==> config.mk <==
export PLATFORM = sky130hd
export DESIGN_NAME = nru_req_sequencer
export DESIGN_NICKNAME = d
export VERILOG_FILES = /design/src/rtl/nru_req_sequencer.sv
export SDC_FILE = /design/constraint.sdc
export NUM_CORES = 1
export LEC_CHECK = 0
export CORE_ASPECT_RATIO = 1.2
export CORE_MARGIN = 2
export CORE_UTILIZATION = 45
export CTS_CLUSTER_SIZE = 14
export DETAILED_ROUTE_END_ITERATION = 6
export PLACE_DENSITY = 0.71
export SYNTH_ARGS = -nofsm -noshare
export SYNTH_HDL_FRONTEND = slang
export SYNTH_SLANG_ARGS = --single-unit
==> constraint.sdc <==
create_clock -name clk -period 2.05 [get_ports clk]
set_input_delay 0.41 -clock clk [delete_from_list [all_inputs] [get_ports clk]]
set_output_delay 0.41 -clock clk [all_outputs]
set_load 0.1 [all_outputs]
==> src/rtl/nru_req_sequencer.sv <==
// Command sequencer for the NRU way-partitioned cache: queues domain switches and
// user accesses, issues them to the cache one at a time and tallies hit/miss/switch stats.
module nru_req_sequencer #(
    parameter int NUM_WAYS   = 8,
    parameter int ADDR_WIDTH = 8,
    parameter int FIFO_DEPTH = 4,
    parameter int CNT_WIDTH  = 16
) (
    input  logic                  clk,
    input  logic                  reset_n,
    input  logic                  cmd_valid,
    output logic                  cmd_ready,
    input  logic                  cmd_is_switch,
    input  logic [NUM_WAYS-1:0]   cmd_hitmap,
    input  logic [ADDR_WIDTH-1:0] cmd_addr,
    output logic                  os_req,
    output logic [NUM_WAYS-1:0]   hitmap,
    output logic                  user_req,
    output logic [ADDR_WIDTH-1:0] addr,
    input  logic                  hit,
    output logic                  rsp_valid,
    output logic                  rsp_hit,
    output logic [ADDR_WIDTH-1:0] rsp_addr,
    input  logic                  clear_counts,
    output logic [CNT_WIDTH-1:0]  hit_count,
    output logic [CNT_WIDTH-1:0]  miss_count,
    output logic [CNT_WIDTH-1:0]  switch_count,
    output logic                  err_no_domain,
    output logic                  busy,
    output logic [1:0]            dbg_state
);

    localparam int PTR_W = $clog2(FIFO_DEPTH);
    localparam int ENT_W = 1 + NUM_WAYS + ADDR_WIDTH;
    localparam logic [PTR_W:0] FULL_CNT = (PTR_W+1)'(FIFO_DEPTH);

    typedef enum logic [1:0] {IDLE, ISSUE_OS, ISSUE_USER, WAIT_HIT} state_t;

    state_t                state, state_nxt;
    logic [ENT_W-1:0]      fifo_mem [FIFO_DEPTH];
    logic [PTR_W-1:0]      wr_ptr, rd_ptr;
    logic [PTR_W:0]        count;
    logic                  full, empty, push, pop, ready_en;
    logic [ENT_W-1:0]      head;
    logic                  head_sw;
    logic [NUM_WAYS-1:0]   head_hm;
    logic [ADDR_WIDTH-1:0] head_addr;
    logic                  os_nxt, user_nxt, rsp_nxt, sw_inc, drop;
    logic                  load_domain, load_addr;

    // Handshake: a command transfers on any rising edge where cmd_valid && cmd_ready;
    // the offer may be held or withdrawn freely while cmd_ready is low.
    assign full      = (count == FULL_CNT);
    assign empty     = (count == '0);
    assign cmd_ready = ready_en && !full;
    assign push      = cmd_valid && cmd_ready;
    assign busy      = (state != IDLE) || !empty;
    assign dbg_state = state;

    assign head      = fifo_mem[rd_ptr];
    assign head_sw   = head[ENT_W-1];
    assign head_hm   = head[ADDR_WIDTH +: NUM_WAYS];
    assign head_addr = head[ADDR_WIDTH-1:0];

    function automatic logic [CNT_WIDTH-1:0] sat_inc(input logic [CNT_WIDTH-1:0] v);
        return (&v) ? v : v + 1'b1;
    endfunction

    always_comb begin
        state_nxt   = state;
        pop         = 1'b0;
        os_nxt      = 1'b0;
        user_nxt    = 1'b0;
        rsp_nxt     = 1'b0;
        sw_inc      = 1'b0;
        drop        = 1'b0;
        load_domain = 1'b0;
        load_addr   = 1'b0;
        case (state)
            IDLE: begin
                if (!empty) begin
                    pop = 1'b1;
                    if (head_sw) begin
                        load_domain = 1'b1;
                        os_nxt      = 1'b1;
                        state_nxt   = ISSUE_OS;
                    end else if (hitmap != '0) begin
                        load_addr = 1'b1;
                        user_nxt  = 1'b1;
                        state_nxt = ISSUE_USER;
                    end else begin
                        drop = 1'b1;
                    end
                end
            end
            ISSUE_OS: begin
                sw_inc    = 1'b1;
                state_nxt = IDLE;
            end
            ISSUE_USER: state_nxt = WAIT_HIT;
            // hit is valid here: the cache registered it on the edge that saw user_req
            WAIT_HIT: begin
                rsp_nxt   = 1'b1;
                state_nxt = IDLE;
            end
            default: state_nxt = IDLE;
        endcase
    end

    always_ff @(posedge clk) begin
        if (push) fifo_mem[wr_ptr] <= {cmd_is_switch, cmd_hitmap, cmd_addr};
    end

    // hitmap doubles as the stored domain, so it always reflects the last switch issued
    always_ff @(posedge clk or negedge reset_n) begin
        if (!reset_n) begin
            state         <= IDLE;
            ready_en      <= 1'b0;
            wr_ptr        <= '0;
            rd_ptr        <= '0;
            count         <= '0;
            os_req        <= 1'b0;
            user_req      <= 1'b0;
            hitmap        <= '0;
            addr          <= '0;
            rsp_valid     <= 1'b0;
            rsp_hit       <= 1'b0;
            rsp_addr      <= '0;
            hit_count     <= '0;
            miss_count    <= '0;
            switch_count  <= '0;
            err_no_domain <= 1'b0;
        end else begin
            state     <= state_nxt;
            ready_en  <= 1'b1;
            os_req    <= os_nxt;
            user_req  <= user_nxt;
            rsp_valid <= rsp_nxt;
            if (push) wr_ptr <= wr_ptr + 1'b1;
            if (pop)  rd_ptr <= rd_ptr + 1'b1;
            case ({push, pop})
                2'b10:   count <= count + 1'b1;
                2'b01:   count <= count - 1'b1;
                default: count <= count;
            endcase
            if (load_domain) hitmap <= head_hm;
            if (load_addr)   addr   <= head_addr;
            if (rsp_nxt) begin
                rsp_hit  <= hit;
                rsp_addr <= addr;
            end
            if (drop) err_no_domain <= 1'b1;
            if (clear_counts) begin
                hit_count    <= '0;
                miss_count   <= '0;
                switch_count <= '0;
            end else begin
                if (sw_inc)          switch_count <= sat_inc(switch_count);
                if (rsp_nxt && hit)  hit_count    <= sat_inc(hit_count);
                if (rsp_nxt && !hit) miss_count   <= sat_inc(miss_count);
            end
        end
    end

endmodule

Word-level counts from Yosys, hierarchy flattened
Memories as Yosys holds them, arrays and structs flattened.
Cells that the tools add are included.
{ "classes": {"reduce_logical": 24, "add_sub_neg": 7, "n_mux": 31, "eq_ne": 11} }
{ "op_table": {"columns": ["operator", "count"], "rows": [
  ["$mux 16", 9],
  ["$add 16x1->16 const B", 3],
  ["$reduce_and 16->1", 3],
  ["$mux 1", 17],
  ["$reduce_bool 2->1", 5],
  ["$ne 2x2->1 const B", 4],
  ["$reduce_and 2->1", 4],
  ["$reduce_bool 8->1", 1],
  ["$eq 2x2->1 const B", 3],
  ["$mux 2", 3],
  ["$pmux 2 s3", 1],
  ["$pmux 3 s2", 1],
  ["$add 2x1->2 const B", 2],
  ["$eq 2x1->1 const B", 2],
  ["$logic_and 1x1->1", 4],
  ["$add 3x1->3 const B", 1],
  ["$eq 3x3->1 const B", 1],
  ["$logic_not 1->1", 3],
  ["$logic_not 3->1", 1],
  ["$ne 3x3->1 const B", 1],
  ["$sub 3x1->3 const B", 1],
  ["$logic_not 2->1", 1],
  ["$reduce_or 2->1", 1],
  ["$logic_or 1x1->1", 1]
]} }
{ "totals": {"in_bits": 22, "out_inout_bits": 81, "ram_bits": 68, "wordCells": 90, "n_memories": 1, "regBits": 87} }
{ "mem_list": {"columns": ["memory", "words", "word_bits", "rd", "rd_ports_with_merged_regs", "write_ports", "line", "source"], "rows": [
  ["fifo_mem", 4, 17, 1, 0, 1, "40", "logic [ENT_W-1:0] fifo_mem [FIFO_DEPTH];"]
]} }

Depth between registers and ports, before layout
{ "depth": {"ltp_word": 6, "depth_mapped": 10, "ltp_nobuf": 10} }

Worst setup path after synthesis
No wires, ideal clock.
{ "synth_path": {"path_type": "register to register", "start": "register count[0]", "end": "register count[1]", "stages_incl_launch_ff": 9, "arrival_time_ns": 3.448, "required_time_ns": 1.967, "path_buffers": 0, "path_slack_ns": -1.480, "setup_ns": 0.083, "period_less_slack_ns": 3.530, "path_cell_list": "dfrtp_1 > inv_1 > a31oi_1 > and2_1 > inv_1 > ha_1 > inv_1 > fa_1 > o21ai_0"} }
{ "synth_via": {"elab_chain_cells": 6, "elab_cells_between_ends": 13, "cone_classes": "2 x add/sub; 3 x eq/ne; 3 x mux; 5 x reduce/logical"} }
{ "synth_rtl": {"columns": ["element", "line", "source"], "rows": [
  ["from (decl)", "42", "logic [PTR_W:0] count;"],
  ["from (signal assigned)", "142", "2'b10: count <= count + 1'b1;"],
  ["from (signal assigned)", "143", "2'b01: count <= count - 1'b1;"],
  ["from (signal assigned)", "144", "default: count <= count;"],
  ["$eq 3x3->1 *", "53", "assign full = (count == FULL_CNT);"],
  ["$logic_not 1->1 *", "55", "assign cmd_ready = ready_en && !full;"],
  ["$logic_and 1x1->1 *", "55", null],
  ["named net cmd_ready", "12", "output logic cmd_ready,"],
  ["$logic_and 1x1->1 *", "56", "assign push = cmd_valid && cmd_ready;"],
  ["$eq 2x1->1 or $eq 2x2->1 (tied branches)", "141", "case ({push, pop})"],
  ["$pmux 3 s2 or $reduce_bool 2->1 (tied branches)", null, null]
]} }
The timed path passes the listed nets; every way through them passes the cells marked *.
A chain may end at the register's enable or synchronous reset.

Worst setup path in the final report
{ "layout_path": {"start": "register count[0]", "end": "output port busy"} }
{ "layout_via": {"elab_chain_cells": 3} }
{ "layout_rtl": {"columns": ["element", "line", "source"], "rows": [
  ["$logic_not 3->1", "54", "assign empty = (count == '0);"],
  ["$logic_not 1->1", null, null],
  ["$logic_or 1x1->1", "57", "assign busy = (state != IDLE) || !empty;"],
  ["to (decl)", "29", "output logic busy,"]
]} }
No other way between the ends.

==> results.yml <==
synth:
  syn_area_per_cell_um2: 14.2
  synth_edf_count: 68
  synthesis.area_um2: 6670
  synth_cells: 468
  yosys_most_used_dff: "dfrtp_1"
  async_flop_share_pct: 56.1
  synth_common_cells: "dfrtp_1, edfxtp_1, nor2_1"
  synth_area_leaders: "dfrtp_1, edfxtp_1, mux4_2"
  yosysSeqAreaShare_pct: 63.3
  yosysWarningCount: 0
  synth.ff_latch_count: 155
  yosys.area.top_type_share_pct: 32.6
  ys_types: 54
  yosysMostFrequentCell: "dfrtp_1"
  synthesis.nets: 499
  yosys.area.top_type: "dfrtp_1"
detailed_routing:
  drt.antenna.violating_nets: 0
  num_vias: 4374
  wl_per_cell_um: 17.4
  viasPerCell: 5.47
  wl_um: 13900
  dr.pass1.iters: 4
  drc: 0
  drt_iter0_markers: 222
critical_path:
  reg2reg_depth: 9
  path_max_fanout: 2
  r2r_slack_ns: 0.08
  slowest_delay_ns: 0.40
  end_kind: "output pin"
  cpMostUsedCell: "or3_4"
  worst_path_dominant_cell_family: "simple AND/OR/NAND/NOR gates"
  crit_arrival_ns: 1.73
  critPathLaunchType: "register"
  worstPathCellList: "or3_4, or3_4, buf_12"
  cp_data_required_time_ns: 1.64
  path_buf_inv: 1
  crit_slowest_cell: "or3_4"
  r2r_start: "count[0]$_DFFE_PN0P_"
  crit_type: "register to output pin"
  rr_endpoint: "count[2]$_DFFE_PN0P_"
  worstSetupStartpoint: "count[0]$_DFFE_PN0P_"
sta:
  max_freq_ghz: 0.468
  setup_viol: 1
  worst_slack_ns: -0.0879
  grt_setup_unrepaired: "true"
  skew_ns: 0.00858
  finalCritPeriodShare_pct: 104
  slew_viol_final: 0
  relSlewSlack_pct: 51.0
  worstMarginPinSlew_ns: 0.726
  hold_violations: 0
  layout_min_cycle_time_ns: 2.14
  final.setup.tns_ns: -0.0879
final_layout:
  multi_input_area_um2: 2370
  antenna_cells: 0
  final_layout_size_suffix_gt1_share_pct: 43.8
  nNetsFinal: 642
  fin_util_pct: 60.4
  area_growth_pct: 30.5
  seq_area_um2: 4310
  fillers: 1106
outcome:
  failed_checks: "negative setup slack"
  status: "finished, violations left"
cts:
  clk_pin_slew_ns: 0.06
  cts_tree: "yes"
  cts_buffer_depth: 2
  cts_num_sinks: 155
  htree_levels: 4
  cts_buffers: 17
  clock-root-buffer: "clkbuf_16"
  clk_latency_ns: 0.42
placed_design:
  port-buffer-count: 102
  gp_congestion: 0.829
  dp_hpwl_um: 9630
pwr:
  powerDensity_nw_per_um2: 1440
  leakagePower_nw: 3.46
  peakVddDrop_mv: 1.40
floorplanning:
  die_w_um: 115
  dieHeight_um: 137
  initial_core_util_pct: 46.3
  die_area_um2: 15800
  ios: 103
  row_count: 48
  core-area_um2: 14400
grt:
  gr-total-overflow: 0
  grt_max_degree: 33
  grt_first_pass_wirelength_um: 22400
  antenna_found_initial: 0
  grt_pass1_vias: 4441
  grt.total_usage_pct: 18.7
min_path:
  hold_path_class: "input pin to async pin"
run:
  drv_cap: 0
## layout make-up
| type | instances | share of cell area (%) |
|---|---|---|
| Clock inverter | 14 | 1.28 |
| Clock buffer | 18 | 5.05 |
| Sequential cell | 155 | 49.5 |
| Timing Repair Buffer | 138 | 13.8 |
| Tap cell | 175 | 2.52 |
| Inverter | 13 | 0.561 |
| Multi-Input combinational cell | 286 | 27.3 |
## flip-flops by register name, summed over array words and instances, names as in the netlist
signal         count
hitmap             8
dbg_state          2
err_no_domain      1
rsp_addr           8
wr_ptr             2
ready_en           1
switch_count      16
os_req             1
user_req           1
hit_count         16
count              3
fifo_mem          68
rsp_hit            1
miss_count        16
rsp_valid          1
addr               8
rd_ptr             2
## layout by cell type, fill, tap and decap left out, types with 7 or more instances in the layout
master and count:
mux2_2 25, nor2_1 45, dfrtp_1 37, nand2_1 17, buf_4 108, nand3_1 19
mux4_2 17, clkdlybuf4s50_1 20, buf_12 9, xnor2_1 14, clkbuf_16 17, dfrtp_4 11
nand4_1 9, nor3_1 10, a21oi_1 11, o21ai_0 7, and3_1 8, edfxtp_1 68
ha_1 7, dfrtp_2 39, xor2_1 26, inv_1 9
## repair_timing
| item | in CTS | in global routing |
|---|---|---|
| pin swaps | 1 | 5 |
| hold buffers | 1 | 0 |
| hold endpoints to repair | 25 | 0 |
| resized for setup | 2 | 1 |
| endpoints found under the setup margin | 1 | 2 |
| buffers inserted | 2 | 1 |
## metal layers
metal  track usage, %  vias to the layer above  share of wire, %  wire [um]
li1                 -                     2022                 -          -
met1             22.4                     2208                41       5630
met2             32.2                      124                52       7210
met3             4.14                       20               5.5        760
met4             8.50                        0               2.0        284
met5                0                        -                 0          0
## through the flow
stage                     hold WS (ns)  total power, mW  setup slack, ns  instances  area, um^2
after floorplan                  0.114             8.27           -0.221        468        6800
after global placement           0.351             9.56          -0.0475        763        8110
after detailed placement         0.359             9.68          -0.0898        763        8110
after CTS                        0.451             12.6           -0.105        798        8700
after global routing             0.489             13.1           -0.127        799        8700
final                            0.452             12.5          -0.0879        799        8700
## worst max path at each step
stage	depth (start not counted)	end	slack, ns
final	3	busy	-0.09
after global placement	9	count[2]$_DFFE_PN0P_	-0.05
after floorplan	8	count[2]$_DFFE_PN0P_	-0.22
after CTS	3	busy	-0.10
after global routing	3	busy	-0.13
after detailed placement	9	count[2]$_DFFE_PN0P_	-0.09
## logic make-up after synthesis
group	after synthesis	share of synthesized area, %
AO/OA/AOI/OAI	39	4.33
XOR/XNOR	40	5.25
adder cells (fa/ha/maj)	9	1.80
buffers and inverters	27	1.78
flip-flops	155	63.3
multiplexers	45	10.4
other	1	0.0562
AND/OR/NAND/NOR	152	13.1
## power by group
part / internal [mW] / leakage, nW / switching, mW
combinational: 1.71 / 1.53 / 3.73
clock: 1.60 / 0.258 / 1.29
sequential: 3.84 / 1.67 / 0.365
total: 7.15 / 3.46 / 5.39
Power figures use the tool's default switching activity.
